<file path="src/rtl/bus_pkg.sv">
// Shared types and constants for the two-master bus arbiter and its
// round-robin selector.
`timescale 1ns/1ps
package bus_pkg;

  typedef enum logic [1:0] {
    IDLE    = 2'd0,
    GRANT0  = 2'd1,
    GRANT1  = 2'd2,
    RELEASE = 2'd3
  } state_t;

  localparam logic [1:0] ACK_NONE = 2'b00;
  localparam logic [1:0] ACK_M0   = 2'b01;
  localparam logic [1:0] ACK_M1   = 2'b10;

  localparam int MAX_HOLD_DEFAULT = 16;

endpackage

</file>
<file path="src/rtl/bus_arbiter_if.sv">
// Request/grant bundle between the bus masters and the arbiter.
// master = requesting side, slave = arbiter side.
`timescale 1ns/1ps
interface bus_arbiter_if;

  logic [1:0] req;
  logic [1:0] done;
  logic [1:0] ack;
  logic       busy;
  logic       owner;
  logic       timeout;

  modport master (
    output req,
    output done,
    input  ack,
    input  busy,
    input  owner,
    input  timeout
  );

  modport slave (
    input  req,
    input  done,
    output ack,
    output busy,
    output owner,
    output timeout
  );

endinterface

</file>
<file path="src/rtl/bus_arbiter_rr_pick.sv">
// Combinational two-input round-robin selector: on a tie the master that
// did not win last time is chosen.
`timescale 1ns/1ps
module rr_pick (
  input  logic [1:0] req,
  input  logic       last,
  output logic       winner,
  output logic       valid
);

  always_comb begin
    valid  = |req;
    winner = (req == 2'b11) ? ~last : req[1];
  end

endmodule

</file>
<file path="src/rtl/bus_arbiter.sv">
// Two-master round-robin bus arbiter with a one-cycle turnaround between owners.
// Optional forced release after MAX_HOLD granted cycles: define BUS_ARB_TIMEOUT_EN.
`timescale 1ns/1ps
module bus_arbiter
  import bus_pkg::*;
#(
  parameter int MAX_HOLD = MAX_HOLD_DEFAULT,
  parameter int CNT_W    = 8
) (
  input  logic          clk,
  input  logic          rst_n,
  bus_arbiter_if.slave  bus
);

  if (MAX_HOLD < 2 || MAX_HOLD > 255 || (2 ** CNT_W) <= MAX_HOLD) begin : g_bad_params
    $error("bus_arbiter: MAX_HOLD must be 2..255 and fit in CNT_W bits");
  end

  state_t     state_reg, state_next;
  logic       owner_reg, owner_next;
  logic       pick_winner, pick_valid;
  logic       granted, cur;
  logic       tmo_fire, exit_grant;
  logic [1:0] ack_int;

  rr_pick u_pick (
    .req    (bus.req),
    .last   (owner_reg),
    .winner (pick_winner),
    .valid  (pick_valid)
  );

  assign granted = (state_reg == GRANT0) || (state_reg == GRANT1);
  assign cur     = (state_reg == GRANT1);

`ifdef BUS_ARB_TIMEOUT_EN
  logic [CNT_W-1:0] hold_cnt_reg;
  logic             timeout_reg;

  // Fires on the MAX_HOLD-th granted cycle; a coincident done is a normal release
  assign tmo_fire = granted && (hold_cnt_reg == CNT_W'(MAX_HOLD - 1)) && !bus.done[cur];

  always_ff @(posedge clk or negedge rst_n) begin
    if (!rst_n) begin
      hold_cnt_reg <= '0;
      timeout_reg  <= 1'b0;
    end else begin
      timeout_reg <= tmo_fire;
      if (!granted)
        hold_cnt_reg <= '0;
      else if (hold_cnt_reg != CNT_W'(MAX_HOLD))
        hold_cnt_reg <= hold_cnt_reg + 1'b1;
    end
  end

  assign bus.timeout = timeout_reg;
`else
  assign tmo_fire    = 1'b0;
  assign bus.timeout = 1'b0;
`endif

  assign exit_grant = bus.done[cur] || !bus.req[cur] || tmo_fire;

  always_ff @(posedge clk or negedge rst_n) begin
    if (!rst_n) begin
      state_reg <= IDLE;
      owner_reg <= 1'b1;
    end else begin
      state_reg <= state_next;
      owner_reg <= owner_next;
    end
  end

  always_comb begin
    state_next = state_reg;
    owner_next = owner_reg;
    case (state_reg)
      IDLE, RELEASE: begin
        if (pick_valid) begin
          state_next = pick_winner ? GRANT1 : GRANT0;
          owner_next = pick_winner;
        end else begin
          state_next = IDLE;
        end
      end
      GRANT0, GRANT1: begin
        if (exit_grant)
          state_next = RELEASE;
      end
      default: state_next = IDLE;
    endcase
  end

  // Outputs decode the state register only, so ack never glitches with req/done
  always_comb begin
    ack_int = ACK_NONE;
    case (state_reg)
      GRANT0:  ack_int = ACK_M0;
      GRANT1:  ack_int = ACK_M1;
      default: ack_int = ACK_NONE;
    endcase
  end

  assign bus.ack   = ack_int;
  assign bus.busy  = (ack_int != ACK_NONE);
  assign bus.owner = owner_reg;

endmodule
</file>
<file path="src/flat_wrapper.sv">
// flat-port wrapper written by rule: the top's interface ports become plain ports
module bus_arbiter_flat import bus_pkg::*;
#(
  parameter int MAX_HOLD = MAX_HOLD_DEFAULT,
  parameter int CNT_W    = 8
)
  (clk, rst_n, bus_req, bus_done, bus_ack, bus_busy, bus_owner, bus_timeout);
  bus_arbiter_if bus_i ();
  input  logic clk;
  input  logic rst_n;
  input wire logic [$bits(bus_i.req)-1:0] bus_req;
  input wire logic [$bits(bus_i.done)-1:0] bus_done;
  output wire logic [$bits(bus_i.ack)-1:0] bus_ack;
  output wire logic [$bits(bus_i.busy)-1:0] bus_busy;
  output wire logic [$bits(bus_i.owner)-1:0] bus_owner;
  output wire logic [$bits(bus_i.timeout)-1:0] bus_timeout;
  assign bus_i.req = bus_req;
  assign bus_i.done = bus_done;
  assign bus_ack = bus_i.ack;
  assign bus_busy = bus_i.busy;
  assign bus_owner = bus_i.owner;
  assign bus_timeout = bus_i.timeout;
  bus_arbiter #(.MAX_HOLD(MAX_HOLD), .CNT_W(CNT_W)) u_core (.clk(clk), .rst_n(rst_n), .bus(bus_i));
endmodule
</file>
<file path="config.mk">
export PLATFORM = sky130hd
export DESIGN_NAME = bus_arbiter_flat
export DESIGN_NICKNAME = d
export VERILOG_FILES = /design/src/rtl/bus_pkg.sv /design/src/rtl/bus_arbiter_if.sv /design/src/rtl/bus_arbiter_rr_pick.sv /design/src/rtl/bus_arbiter.sv /design/src/flat_wrapper.sv
export SDC_FILE = /design/constraint.sdc
export NUM_CORES = 1
export LEC_CHECK = 0
export ABC_AREA = 1
export CORE_AREA = 4 4 41 43
export DETAILED_ROUTE_END_ITERATION = 16
export DIE_AREA = 0 0 45 47
export HOLD_SLACK_MARGIN = 0.03
export PLACE_DENSITY = 0.37
export SLEW_MARGIN = 15
export SYNTH_ARGS = -nofsm -noshare
export SYNTH_HDL_FRONTEND = slang
export SYNTH_HIERARCHICAL = 1
export SYNTH_SLANG_ARGS = --single-unit
</file>
<file path="constraint.sdc">
create_clock -name clk -period 1.2 [get_ports clk]
set_clock_uncertainty 0.15 [all_clocks]
set_input_delay 0.24 -clock clk [delete_from_list [all_inputs] [get_ports clk]]
set_output_delay 0.24 -clock clk [all_outputs]
set_load 0.02 [all_outputs]
</file>
==> results.py <==
metrics = {
    "clocking": {
        "cts_sinks": 3,
        "cts_root_buffer": "clkbuf_4",
        "path_clk_slew_ns": 0.04,
        "cts_tree": "built",
        "htreeDepth": 1,
        "cts_made_buffers": 3,
        "clock_path_buffers": 2,
        "clock_latency_ns": 0.23,
    },
    "setup_path": {
        "crit_type": "flop to output pin",
        "rr_endpoint": "u_core/state_reg[0]",
        "arrival_ns": 1.08,
        "ff2ff_path_depth": 5,
        "cp_top_family": "flip-flops",
        "worstSetupEndpoint": "bus_busy",
        "crit_required_ns": 0.81,
        "slowest_stage": "dfrtp_1",
        "crit_buf_inv": 2,
        "crit_start": "u_core/state_reg[1]",
        "path_cells": "ha_4 > inv_4 > buf_6",
        "reg2reg_from": "u_core/state_reg[1]",
        "worst_setup_path_start_kind": "flop",
        "critPathCaptureType": "output pin",
        "rrSetupSlack_ns": -0.13,
        "critPathMaxStageDelay_ns": 0.40,
        "cp.depth": 3,
        "path_max_fanout": 3,
    },
    "grt": {
        "grt_start_max_net_pins": 4,
        "grt_pass1_wl_um": 910,
        "grt_usage_pct": 6.57,
        "grt_pass1_vias": 235,
        "grt_antenna_before_repair": 0,
        "overflow": 0,
    },
    "timing": {
        "hold_viol": 0,
        "period_share_pct": 123,
        "slew_violations": 0,
        "setup_viol": 6,
        "min_period_ns": 1.47,
        "grt_setup_unrepaired": "yes",
        "layout_setup_ws_ns": -0.274,
        "setup_tns_ns": -0.934,
        "max_freq_ghz": 0.678,
    },
    "cells_and_area": {
        "regArea_um2": 76.3,
        "layout-drive-gt1-share_pct": 43.5,
        "fill_cells": 152,
        "antennaDiodeCount": 0,
        "largest_reg_flops": 2,
        "nets": 55,
        "syn2layout_area_growth_pct": 107,
        "multiInputGateArea_um2": 141,
        "stdcell_area_um2": 423,
    },
    "die": {
        "chipHeight_um": 47,
        "io_pins": 11,
        "die-area_um2": 2120,
        "rows": 13,
        "core-area_um2": 1300,
        "die_width_um": 45,
        "start_util_pct": 15.7,
    },
    "logic_synthesis": {
        "ys_top_cells_by_area": "dfrtp_1, nand2_1, dfstp_2, ha_1, inv_1",
        "synth_most_common_cell": "nand2_1",
        "synth_common_cells": "nand2_1, inv_1, dfrtp_1, ha_1, nand3_1",
        "synthArstFlopShare_pct": 100,
        "ys.flop_type": "dfrtp_1",
        "ys_ff_latch": 3,
        "yosys.cell_types.count": 12,
        "synth_nets": 37,
        "syn_inst": 29,
        "synth_top_area_cell": "dfrtp_1",
        "netlist.area_leader.share_pct": 24.5,
        "syn-cell-area_um2": 204,
        "syn_area_per_cell_um2": 7.03,
        "synth_edf_count": 0,
        "synth_seq_area_share_pct": 37.4,
        "yosys_warnings": 6,
    },
    "detailed_routing": {
        "vias": 228,
        "drc": 0,
        "ant_nets": 0,
        "drt-total-wl_um": 552,
        "drt_iter0_drc": 1,
        "drt_pass1_iterations": 2,
        "wl_per_cell_um": 9.05,
        "vias_per_cell": 3.74,
    },
    "outcome": {
        "status": "finished with violations",
        "violations": "setup timing",
    },
    "placed_design": {
        "port_buffers": 9,
        "place_congestion": 0.652,
        "dp_hpwl_um": 423,
        "placed_cell_area_um2": 348,
    },
    "min_path": {
        "hp-class": "flop to flop",
    },
    "run": {
        "drv_cap": 0,
    },
    "pwr": {
        "power_density_nw_per_um2": 3030,
        "p_leak_nw": 0.206,
        "max-vdd-ir-drop_mv": 0.992,
    },
}
placed cells by master (no fill, tap or decap):
| cell type | count |
|---|---|
| or2_0 | 1 |
| or2_1 | 1 |
| nand3_1 | 2 |
| inv_2 | 1 |
| a21oi_1 | 1 |
| nand2_2 | 3 |
| buf_4 | 3 |
| nand2_1 | 8 |
| nor2_4 | 1 |
| dfrtp_1 | 2 |
| conb_1 | 1 |
| inv_4 | 1 |
| inv_1 | 3 |
| clkbuf_1 | 1 |
| clkbuf_4 | 3 |
| dlygate4sd3_1 | 1 |
| ha_4 | 2 |
| clkdlybuf4s50_1 | 5 |
| dfstp_2 | 1 |
| buf_6 | 5 |
power breakdown:
part           total [W]  internal [W]  switching, W
registers       0.000210      0.000169     0.0000414
logic           0.000895      0.000470      0.000425
clock network   0.000178      0.000125     0.0000535
cells by family (layout without fill, tap and decap cells):
family                   Yosys count  in the layout  synth area share, %
AO/OA/AOI/OAI                      1              1                 2.45
adder cells (fa/ha/maj)            2              2                 12.3
buffers and inverters              6             23                 12.9
flip-flops                         3              3                 37.4
other                              1              1                 1.84
AND/OR/NAND/NOR                   16             16                 33.1
stage by stage:
stage | setup slack [ns] | hold WS [ns] | total power (W) | utilization, % | cells
after floorplan | 0.0136 | -0.206 | 0.000620 | - | 29
after global placement | -0.527 | 0.279 | 0.000943 | 26.7 | 56
after detailed placement | -0.536 | 0.285 | 0.000961 | 26.7 | 56
after CTS | -0.281 | 0.0313 | 0.00124 | 30.6 | 60
after global routing | -0.313 | 0.478 | 0.00140 | 32.5 | 61
final | -0.274 | 0.444 | 0.00128 | 32.5 | 61
layout make-up:
class                   count  area share [%]
well taps                  15            4.44
flip-flops and latches      3            18.0
repair buffers             14            32.8
clock buffers               4            6.21
multi-input cells          20            33.4
inverters                   5            5.03
per-layer routing:
metal  share of wire, %  GRT usage (%)  vias to the layer above
met1                 39           5.94                      104
met4                  0           5.26                        0
met5                  0              0                        -
li1                   -              -                      118
met2                 52           9.89                        6
met3                8.3           4.98                        0
how the worst min path moves through the flow:
stage	endpoint	cells past startpoint	from	slack, ns
final	u_core/state_reg[0]	4	u_core/state_reg[0]	0.44
after detailed placement	u_core/state_reg[1]	1	rst_n	0.28
after global placement	u_core/state_reg[1]	1	rst_n	0.28
after global routing	u_core/bus.owner	3	u_core/bus.owner	0.48
after CTS	u_core/state_reg[1]	1	rst_n	0.03
after floorplan	u_core/state_reg[0]	0	rst_n	-0.21
what timing repair did:
item | CTS | global route
endpoints found under the hold margin | 0 | 2
resized for setup | 29 | 5
setup endpoints to repair | 7 | 7
pin swaps | 2 | 1
hold buffers | 0 | 1
buffers inserted | 0 | 0
worst register-to-register path: stages, from the launching register on:
cell     delay, ns
dfrtp_1       0.40
ha_4          0.29
buf_4         0.11
nand2_2       0.04
or2_0         0.20
nand2_1       0.07
Note: power is estimated with default switching activity, not from simulation.
